[src/rtl/alu_driver.sv]
// alu_driver: issue-side sequencer for the 16-bit ALU; narrow ops take one pass, wide ops two chained passes.
// Build option: define ALU_DRIVER_ZFLAG_EN to add the rsp_zero response flag.
module alu_driver #(
    parameter int DW = 16,
    parameter int WW = 32
) (
    input  logic          clk,
    input  logic          rst_n,
    input  logic          cmd_valid,
    output logic          cmd_ready,
    input  logic [3:0]    cmd_op,
    input  logic          cmd_wide,
    input  logic          cmd_use_carry,
    input  logic [WW-1:0] cmd_a,
    input  logic [WW-1:0] cmd_b,
    output logic          alu_enable,
    output logic [3:0]    alu_sel,
    output logic          alu_c_in,
    output logic [DW-1:0] alu_a,
    output logic [DW-1:0] alu_b,
    input  logic [DW-1:0] alu_out,
    input  logic          alu_c_out,
    output logic          rsp_valid,
    input  logic          rsp_ready,
    output logic [WW-1:0] rsp_data,
    output logic          rsp_carry,
    output logic          rsp_err,
`ifdef ALU_DRIVER_ZFLAG_EN
    output logic          rsp_zero,
`endif
    output logic          carry_flag
);
    typedef enum logic [1:0] {IDLE, LO, HI, RESP} state_t;
    state_t        state, state_nxt;
    logic [3:0]    op_q;
    logic          wide_q;
    logic [DW-1:0] a_hi, b_hi;
    logic          legal, carry_op;

    assign legal    = !cmd_wide || cmd_op == 4'd0 || (cmd_op >= 4'd2 && cmd_op <= 4'd7) || cmd_op == 4'd12;
    assign carry_op = op_q[3:1] == 3'd0;

`ifdef ALU_DRIVER_ZFLAG_EN
    assign rsp_zero = rsp_valid && !rsp_err && rsp_data == '0;
`endif

    // State register
    always_ff @(posedge clk) begin
        if (!rst_n) state <= IDLE;
        else state <= state_nxt;
    end

    // Next-state plus handshake and ALU-enable decode from the current state
    always_comb begin
        state_nxt  = state;
        cmd_ready  = 1'b0;
        rsp_valid  = 1'b0;
        alu_enable = 1'b0;
        case (state)
            IDLE: begin
                cmd_ready = rst_n;
                if (cmd_valid) state_nxt = legal ? LO : RESP;
            end
            LO: begin
                alu_enable = 1'b1;
                state_nxt  = wide_q ? HI : RESP;
            end
            HI: begin
                alu_enable = 1'b1;
                state_nxt  = RESP;
            end
            RESP: begin
                rsp_valid = 1'b1;
                if (rsp_ready) state_nxt = IDLE;
            end
            default: state_nxt = IDLE;
        endcase
    end

    // Command latch, registered ALU drive, result capture and carry bookkeeping
    always_ff @(posedge clk) begin
        if (!rst_n) begin
            op_q       <= '0;
            wide_q     <= 1'b0;
            a_hi       <= '0;
            b_hi       <= '0;
            alu_sel    <= '0;
            alu_a      <= '0;
            alu_b      <= '0;
            alu_c_in   <= 1'b0;
            rsp_data   <= '0;
            rsp_carry  <= 1'b0;
            rsp_err    <= 1'b0;
            carry_flag <= 1'b0;
        end else begin
            case (state)
                IDLE: if (cmd_valid) begin
                    op_q      <= cmd_op;
                    wide_q    <= cmd_wide;
                    a_hi      <= cmd_a[WW-1:DW];
                    b_hi      <= cmd_b[WW-1:DW];
                    rsp_data  <= '0;
                    rsp_carry <= 1'b0;
                    rsp_err   <= !legal;
                    if (legal) begin
                        alu_sel  <= cmd_op;
                        alu_a    <= cmd_a[DW-1:0];
                        alu_b    <= cmd_b[DW-1:0];
                        alu_c_in <= cmd_use_carry & carry_flag;
                    end
                end
                LO: begin
                    rsp_data[DW-1:0] <= alu_out;
                    if (wide_q) begin
                        alu_a    <= a_hi;
                        alu_b    <= b_hi;
                        alu_c_in <= (op_q == 4'd0) & alu_c_out;
                    end else if (carry_op) begin
                        rsp_carry  <= alu_c_out;
                        carry_flag <= alu_c_out;
                    end
                end
                HI: begin
                    rsp_data[WW-1:DW] <= alu_out;
                    if (carry_op) begin
                        rsp_carry  <= alu_c_out;
                        carry_flag <= alu_c_out;
                    end
                end
                default: ;
            endcase
        end
    end
endmodule

[config.mk]
export PLATFORM = sky130hd
export DESIGN_NAME = alu_driver
export DESIGN_NICKNAME = d
export VERILOG_FILES = /design/src/rtl/alu_driver.sv
export SDC_FILE = /design/constraint.sdc
export NUM_CORES = 1
export LEC_CHECK = 0
export BUFFER_PORTS_ARGS = -buffer_cell sky130_fd_sc_hd__buf_4
export CORE_ASPECT_RATIO = 1.5
export CORE_MARGIN = 3
export CORE_UTILIZATION = 39
export DETAILED_ROUTE_END_ITERATION = 6
export GPL_ROUTABILITY_DRIVEN = 0
export PLACE_DENSITY_LB_ADDON = 0.08
export RECOVER_POWER = 25
export SLEW_MARGIN = 20
export SYNTH_ARGS = -nofsm -noshare
export SYNTH_HDL_FRONTEND = slang
export SYNTH_SLANG_ARGS = --single-unit
[constraint.sdc]
create_clock -name clk -period 2.55 [get_ports clk]
set_input_delay 0.51 -clock clk [delete_from_list [all_inputs] [get_ports clk]]
set_output_delay 0.51 -clock clk [all_outputs]
set_load 0.005 [all_outputs]
### After elaboration in Yosys (flattened, before gate mapping)

Cells that the tools add are included.

| storage, ports and cells | value |
|---|---|
| bits in latches | 0 |
| output and inout bits | 75 |
| word-level logic and storage cells | 80 |
| bits in registers | 111 |
| bits in writable memories | 0 |
| memories | 0 |
| bits in read-only memories | 0 |

| cells by class | value |
|---|---|
| reduce and logical (&&, ||, !) cells | 23 |
| bitwise operators | 2 |
| divide/modulo/power cells | 0 |
| equal/unequal tests | 9 |
| muxes and demuxes | 30 |
| multiply operators | 0 |
| shift-type cells | 0 |
| magnitude comparators | 2 |
| add/subtract/negate cells | 0 |

Operator list:

| operator | number |
|---|---|
| $pmux 16 s2 | 4 |
| $mux 16 | 6 |
| $mux 32 | 1 |
| $mux 1 | 12 |
| $ne 2x2->1 const B | 5 |
| $reduce_and 2->1 | 5 |
| $logic_not 4->1 | 2 |
| $pmux 2 s4 | 1 |
| $mux 2 | 3 |
| $reduce_and 3->1 | 2 |
| $reduce_bool 2->1 | 3 |
| $eq 2x2->1 const B | 2 |
| $eq 4x4->1 const B | 1 |
| $ge 4x2->1 const B | 1 |
| $le 4x3->1 const B | 1 |
| $pmux 1 s2 | 2 |
| $reduce_and 4->1 | 1 |
| $logic_not 3->1 | 1 |
| $logic_or 1x1->1 | 3 |
| $pmux 1 s3 | 1 |
| $reduce_bool 3->1 | 1 |
| $and 1x1->1 | 2 |
| $eq 2x1->1 const B | 1 |
| $logic_not 1->1 | 2 |
| other kinds (3) | 3 |

### Logic depth before layout (Yosys ltp)

Gate-level depths: netlist (run 1).

| depth | value |
|---|---|
| word-level depth | 7 |
| mapped depth | 9 |
| depth with buffers taken out | 6 |

### Worst setup path after synthesis (run 1)

No wires, ideal clock.

| path | value |
|---|---|
| path kind | register -> register |
| start | reg state[0] |
| end | reg alu_a[11] |
| required time | 2,431 ps |
| data arrival time | 1,639 ps |
| library setup time | 119 ps |
| cell stages (with the launch flop) | 9 |
| period minus slack after synthesis | 1,757 ps |
| path buffers | 2 |
| setup slack | 793 ps |
| cell sequence | dfxtp_1 -> inv_1 -> ha_1 -> buf_2 -> nand2_2 -> a211oi_1 -> a211o_4 -> buf_6 -> o221a_1 |

| between the ends | value |
|---|---|
| longest elaborated chain between the ends | 3 |

Ends and longest elaborated chain:

| element | line | source |
|---|---|---|
| from (decl) | 34 | `state_t state, state_nxt;` |
| from (signal assigned) | 50 | `else state <= state_nxt;` |
| $eq 2x1->1 or $logic_not 2->1 (tied branches) | 96 | `case (state)` |
| $ne 2x2->1 (no source line) or $reduce_bool 2->1 (tied branches) | - |  |
| $reduce_and 4->1 (no source line) | - |  |
| to (signal assigned) | 107 | `alu_a <= cmd_a[DW-1:0];` |
| to (signal assigned) | 115 | `alu_a <= a_hi;` |
| to (decl) | 19 | `output logic [DW-1:0] alu_a,` |

Parallel ways exist; a longest one is shown, timed or not.
A chain may end at the register's enable or synchronous reset.

### Final worst setup path (run 1)

| path | value |
|---|---|
| start | reg state[0] |
| end | reg alu_a[13] |

The elaborated chain is that of the path after synthesis.

==> flow_metrics.tcl, run 1 <==
set metrics [dict create \
    drt_first_pass_iters 4 \
    ant_nets 0 \
    criticalPathCategory "reg2reg" \
    nFillCells 1145 \
    syn_to_final_growth_pct 33.6 \
    fin_crit_ns 2.18 \
    port_buffers 165 \
    run_status "completed" \
    die_w_um 94.1 \
    synth-xor-area-share 0 \
    grt_pass1_wl_mm 21.1 \
    wl_per_cell_um 16.0 \
    syn_inst 528 \
    die-area_um2 13000 \
    dpl_worst_slack_ns 0.387 \
    layout_common_cells "buf_4, dfxtp_1, nand2_1, nor2_1, a21oi_1" \
    start_util 0.405 \
    place_area_um2 5810 \
    cp.arrival_ns 2.41 \
    pin_count 166 \
    grt_max_degree 69 \
    post_cts_buffers 0 \
    die_y_um 138 \
    async_reset_ff_frac 0 \
    ys.warnings.count 0 \
    drive_gt1_frac 0.292 \
    fin_skew_ns 0.00616 \
    route.detailed.drc 0 \
    clkLatencyLatePin_ns 0.34 \
    rsz0062_at_grt "false" \
    synthAdderAreaFrac 0.0110 \
    cp-end-kind "flop" \
    worst_setup_path_start_kind "flop" \
    clockBufferDepth 2 \
    post-route-period-util 0.853 \
    numCtsBuffers 9 \
    synthSimpleGateAreaFrac 0.148 \
    clk_pin_slew_ns 0.07 \
    finalInstanceArea_um2 6070 \
    synth-compound-area-share 0.267 \
    htreeDepth 3 \
    ys_seq_elements 111 \
    path_max_fanout 33 \
    grt_pass1_vias 4339 \
    diodes 0 \
    place_hpwl_mm 9.54 \
    max_cap_violations 0 \
    vias 4217 \
    ys_seq_area_frac 0.489 \
    cts_root_buf "clkbuf_16" \
    hold_buffers 0 \
    detail_route.iter0.violations 163 \
    ir_drop_v 0.000574 \
    grt-ovfl-total 0 \
    min_path_type "in2reg" \
    avgSynthCellArea_um2 8.61 \
    final_common_cell "buf_4" \
    drt-vias-per-instance 5.15 \
    grt_usage 0.201 \
    p_leak_nw 2.53 \
    ctsResizeCount 0 \
    fin_ws_ns 0.374 \
    totalWireLength_mm 13.1 \
    hold_ws_ns 0.409 \
    crit_required_ns 2.78 \
    worst_pin_slew_ns 0.811 \
    relSlewSlack 0.459 \
    muxShareOfSynthArea 0.00220 \
    num_rows 47 \
    core_area_um2 11200 \
    cts_tree "done" \
    drv_slew 0 \
    setup_viol_count_final 0 \
    fmax_ghz 0.460 \
    tns_ns 0 \
    synth_top_family_by_area "compound AO/OA/AOI/OAI gates" \
    placedCellCount 804 \
    hold_viol 0 \
    clkSinkCount 111 \
    synth_area_um2 4540 \
    power.density_nw_per_um2 1050 \
    antenna_found_initial 0 \
    synth.distinct_cells 42 \
    nNetsFinal 763 \
    synth-edff-count 0 \
    instances_no_fill 819 \
    synth_nets 623 \
    synthFlopType "dfxtp_1" \
]
-- power breakdown --
group / switching (mW) / internal [mW]
Combinational: 1.43 / 1.19
Clock: 0.617 / 0.658
Sequential: 0.282 / 2.22
Total: 2.33 / 4.07
-- layout make-up --
cell class                 count  area (um^2)  share of cell area
clock buffer                  10          229              0.0377
sequential                   111         2220               0.366
inverter                      37          139              0.0229
tap                          147          184              0.0303
clock inverter                 5         36.3             0.00598
multi-input combinational    333         1950               0.321
timing repair buffer         176         1310               0.216
-- kinds of logic (layout without fill, tap and decap cells) --
family                     after synthesis  after routing
DFF                                    111            111
adders and majority gates                4              4
AOI/OAI and AO/OA                      165            165
muxes                                    1              1
and+or+nand+nor                        163            163
buffers and inverters                   84            228
-- synth_stat cells (all sizes together) (2+ instances only) --
cell    instances  area (um^2)
nor3            2         10.0
and2            4         25.0
nor2           67          251
a22oi          31          233
o221a          33          372
ha              4         50.1
dfxtp         111         2220
and3            2         12.5
or3b            3         26.3
nand2b          3         18.8
nor2b           2         20.0
nand2          78          295
inv            37          139
a31oi          33          206
o21bai          2         26.3
a21oi          46          230
buf            22          144
o21a            2         16.3
clkbuf         25         93.8
a32oi           2         17.5
o21ai           8         40.0
-- sequential cells by signal (all words and copies together) (netlist names) --
signal,flops
a_hi,16
alu_a,16
alu_b,16
alu_c_in,1
alu_sel,4
b_hi,16
carry_flag,1
op_q,4
rsp_carry,1
rsp_data,32
rsp_err,1
state,2
wide_q,1
-- through the flow --
stage	power, mW	util
floorplan	4.17	-
global placement	5.17	0.518
detailed placement	5.22	0.518
CTS	6.51	0.541
global route	6.85	0.541
finish	6.39	0.541
-- worst paths after layout --
check / startpoint / slack (ns) / to / cells after the start
max reg2reg: state[0]$_SDFFE_PN0P_ / 0.37 / alu_a[13]$_SDFFE_PN0P_ / 6
min: cmd_b[29] / 0.41 / b_hi[13]$_SDFFE_PN0P_ / 3
min reg2reg: a_hi[10]$_SDFFE_PN0P_ / 0.46 / a_hi[10]$_SDFFE_PN0P_ / 2
max: state[0]$_SDFFE_PN0P_ / 0.37 / alu_a[13]$_SDFFE_PN0P_ / 6
-- worst max-delay path: stages, from the launching register on --
cell and delay [ns]:
dfxtp_1 0.33, inv_1 0.12, ha_1 0.38, nand2_2 0.16, a31o_2 0.29, o21a_2 0.44
o221a_1 0.32
-- layer usage --
metal / share of wire / track usage / routed length (um) / vias up
met5: 0 / 0 / 0 / -
met4: 0.014 / 0.0586 / 182 / 0
met3: 0.059 / 0.0435 / 774 / 10
met2: 0.53 / 0.373 / 6990 / 121
met1: 0.39 / 0.226 / 5140 / 1973
li1: - / - / - / 2113
No activity file was read; power rests on OpenSTA's default activity.
==> run 2, diff against run 1 <==
CORE_ASPECT_RATIO = 0.75   (was 1.5)
==> run 2 against run 1 <==
  * Worst hold slack got worse by 0.0065 ns
  * Clock power rose by 20%
  * First-iteration DRC count rose by 70%
  * Sequential power barely moved
  * Final cell count fell by 0.85%
  * Clock-buffer cell count rose by 2
  * Die area barely moved
  * Highest routed layer unchanged
==> flow_metrics.tcl, run 2 (same netlist as run 1, synthesis figures left out) <==
set metrics [dict create \
    post_cts_buffers 0 \
    final_util 0.549 \
    syn_to_final_growth_pct 34.8 \
    fin_skew_ns 0.00878 \
    clkSinkCount 111 \
    drive_gt1_frac 0.290 \
    cts_root_buf "clkbuf_16" \
    drt_first_pass_iters 4 \
    instances_no_fill 812 \
    min_path_type "in2reg" \
    wl_per_cell_um 16.5 \
    hold_viol 0 \
    place_hpwl_mm 9.29 \
    start_util 0.408 \
    die_y_um 99.5 \
    ant_nets 0 \
    grt_usage 0.202 \
    detail_route.iter0.violations 277 \
    drv_slew 0 \
    clk_pin_slew_ns 0.07 \
    grt_pass1_wl_mm 20.9 \
    post-route-period-util 0.914 \
    num_rows 33 \
    cts_tree "done" \
    diodes 0 \
    port_buffers 165 \
    placedCellCount 796 \
    vias 4253 \
    rr_startpoint "state[0]$_SDFFE_PN0P_" \
    totalWireLength_mm 13.4 \
    die-area_um2 13000 \
    rr_worst_depth 6 \
    final_common_cell "buf_4" \
    whs_endpoint "a_hi[2]$_SDFFE_PN0P_" \
    cp-end-kind "flop" \
    crit_required_ns 2.79 \
    rrSetupSlack_ns 0.22 \
    path_max_fanout 33 \
    numCtsBuffers 9 \
    grt_pass1_vias 4116 \
    cp.arrival_ns 2.57 \
    relSlewSlack 0.441 \
    clockBufferDepth 2 \
    hold_ws_ns 0.402 \
    power.density_nw_per_um2 1100 \
    clkLatencyLatePin_ns 0.35 \
    ctsResizeCount 0 \
    whs_path_depth 3 \
    core_area_um2 11100 \
    die_w_um 131 \
    route.detailed.drc 0 \
    fmax_ghz 0.429 \
    pin_count 166 \
    run_status "completed" \
    rsz0062_at_grt "false" \
    hp-start "cmd_a[18]" \
    fin_crit_ns 2.33 \
    tns_ns 0 \
    regMostFlops "rsp_data" \
    p_leak_nw 2.56 \
    setup_viol_count_final 0 \
    hold_buffers 0 \
    antenna_found_initial 0 \
    criticalPathCategory "reg2reg" \
    grt-ovfl-total 0 \
    htreeDepth 3 \
    power_mw 6.74 \
    drt-vias-per-instance 5.24 \
    worst_setup_path_start_kind "flop" \
    max_cap_violations 0 \
    layout_common_cells "buf_4, dfxtp_1, nand2_1, nor2_1, a21oi_1" \
    grt_max_degree 37 \
    r2r_end "alu_b[4]$_SDFFE_PN0P_" \
    worst_pin_slew_ns 0.838 \
    nNetsFinal 762 \
    ir_drop_v 0.000452 \
    largest_reg_flops 32 \
]
## run 2: changes by cell type in the layout (fill, tap and decap cells not counted), sizes merged
cell,previous run,this run
inv,37,38
clkinvlp,3,0
buf,130,129
clkinv,2,1
bufinv,0,2
clkbuf,56,58
## run 2: how the worst max path moves through the flow
stage | from | cells past startpoint | end | slack, ns
after floorplan | state[0]$_SDFFE_PN0P_ | 8 | alu_a[11]$_SDFFE_PN0P_ | 0.79
after global placement | state[0]$_SDFFE_PN0P_ | 6 | alu_b[13]$_SDFFE_PN0P_ | 0.30
after detailed placement | state[1]$_SDFFE_PN0P_ | 6 | alu_b[4]$_SDFFE_PN0P_ | 0.11
after CTS | state[0]$_SDFFE_PN0P_ | 6 | alu_b[4]$_SDFFE_PN0P_ | 0.1
after global routing | state[1]$_SDFFE_PN0P_ | 6 | alu_a[14]$_SDFFE_PN0P_ | 0.07
final | state[0]$_SDFFE_PN0P_ | 6 | alu_b[4]$_SDFFE_PN0P_ | 0.22
## run 2: worst max-delay path, cell delays in order (launching register included)
cell and delay, ns:
dfxtp_1 0.33, inv_1 0.14, ha_2 0.33, nand2_2 0.26, a31o_2 0.34, o21a_2 0.46
o221a_1 0.34
## run 2: area by class of cell
type                    count  area (um^2)
flip-flops and latches    111         2220
multi-input cells         333         1960
clock inverters             4         77.6
inverters                  37          139
repair buffers            175         1310
well taps                 140          175
clock buffers              12          246
fillers                  1060         5020
## run 2: where the power goes
group          leakage, nW  switching [mW]  internal (mW)
combinational         1.50            1.51           1.19
clock                0.157           0.636          0.895
sequential           0.909           0.284           2.22
total                 2.56            2.43           4.31
## run 2: stage by stage
stage | area (um^2) | setup WS [ns]
after global routing | 6130 | 0.0722
after floorplan | 4540 | 0.793
final | 6130 | 0.220
after CTS | 6140 | 0.0971
after detailed placement | 5820 | 0.114
after global placement | 5810 | 0.298
## run 2: routing by layer
metal	routed length (um)	track usage
met1	6250	0.278
met2	6090	0.316
met3	963	0.0585
met4	94	0.0474
met5	0	0
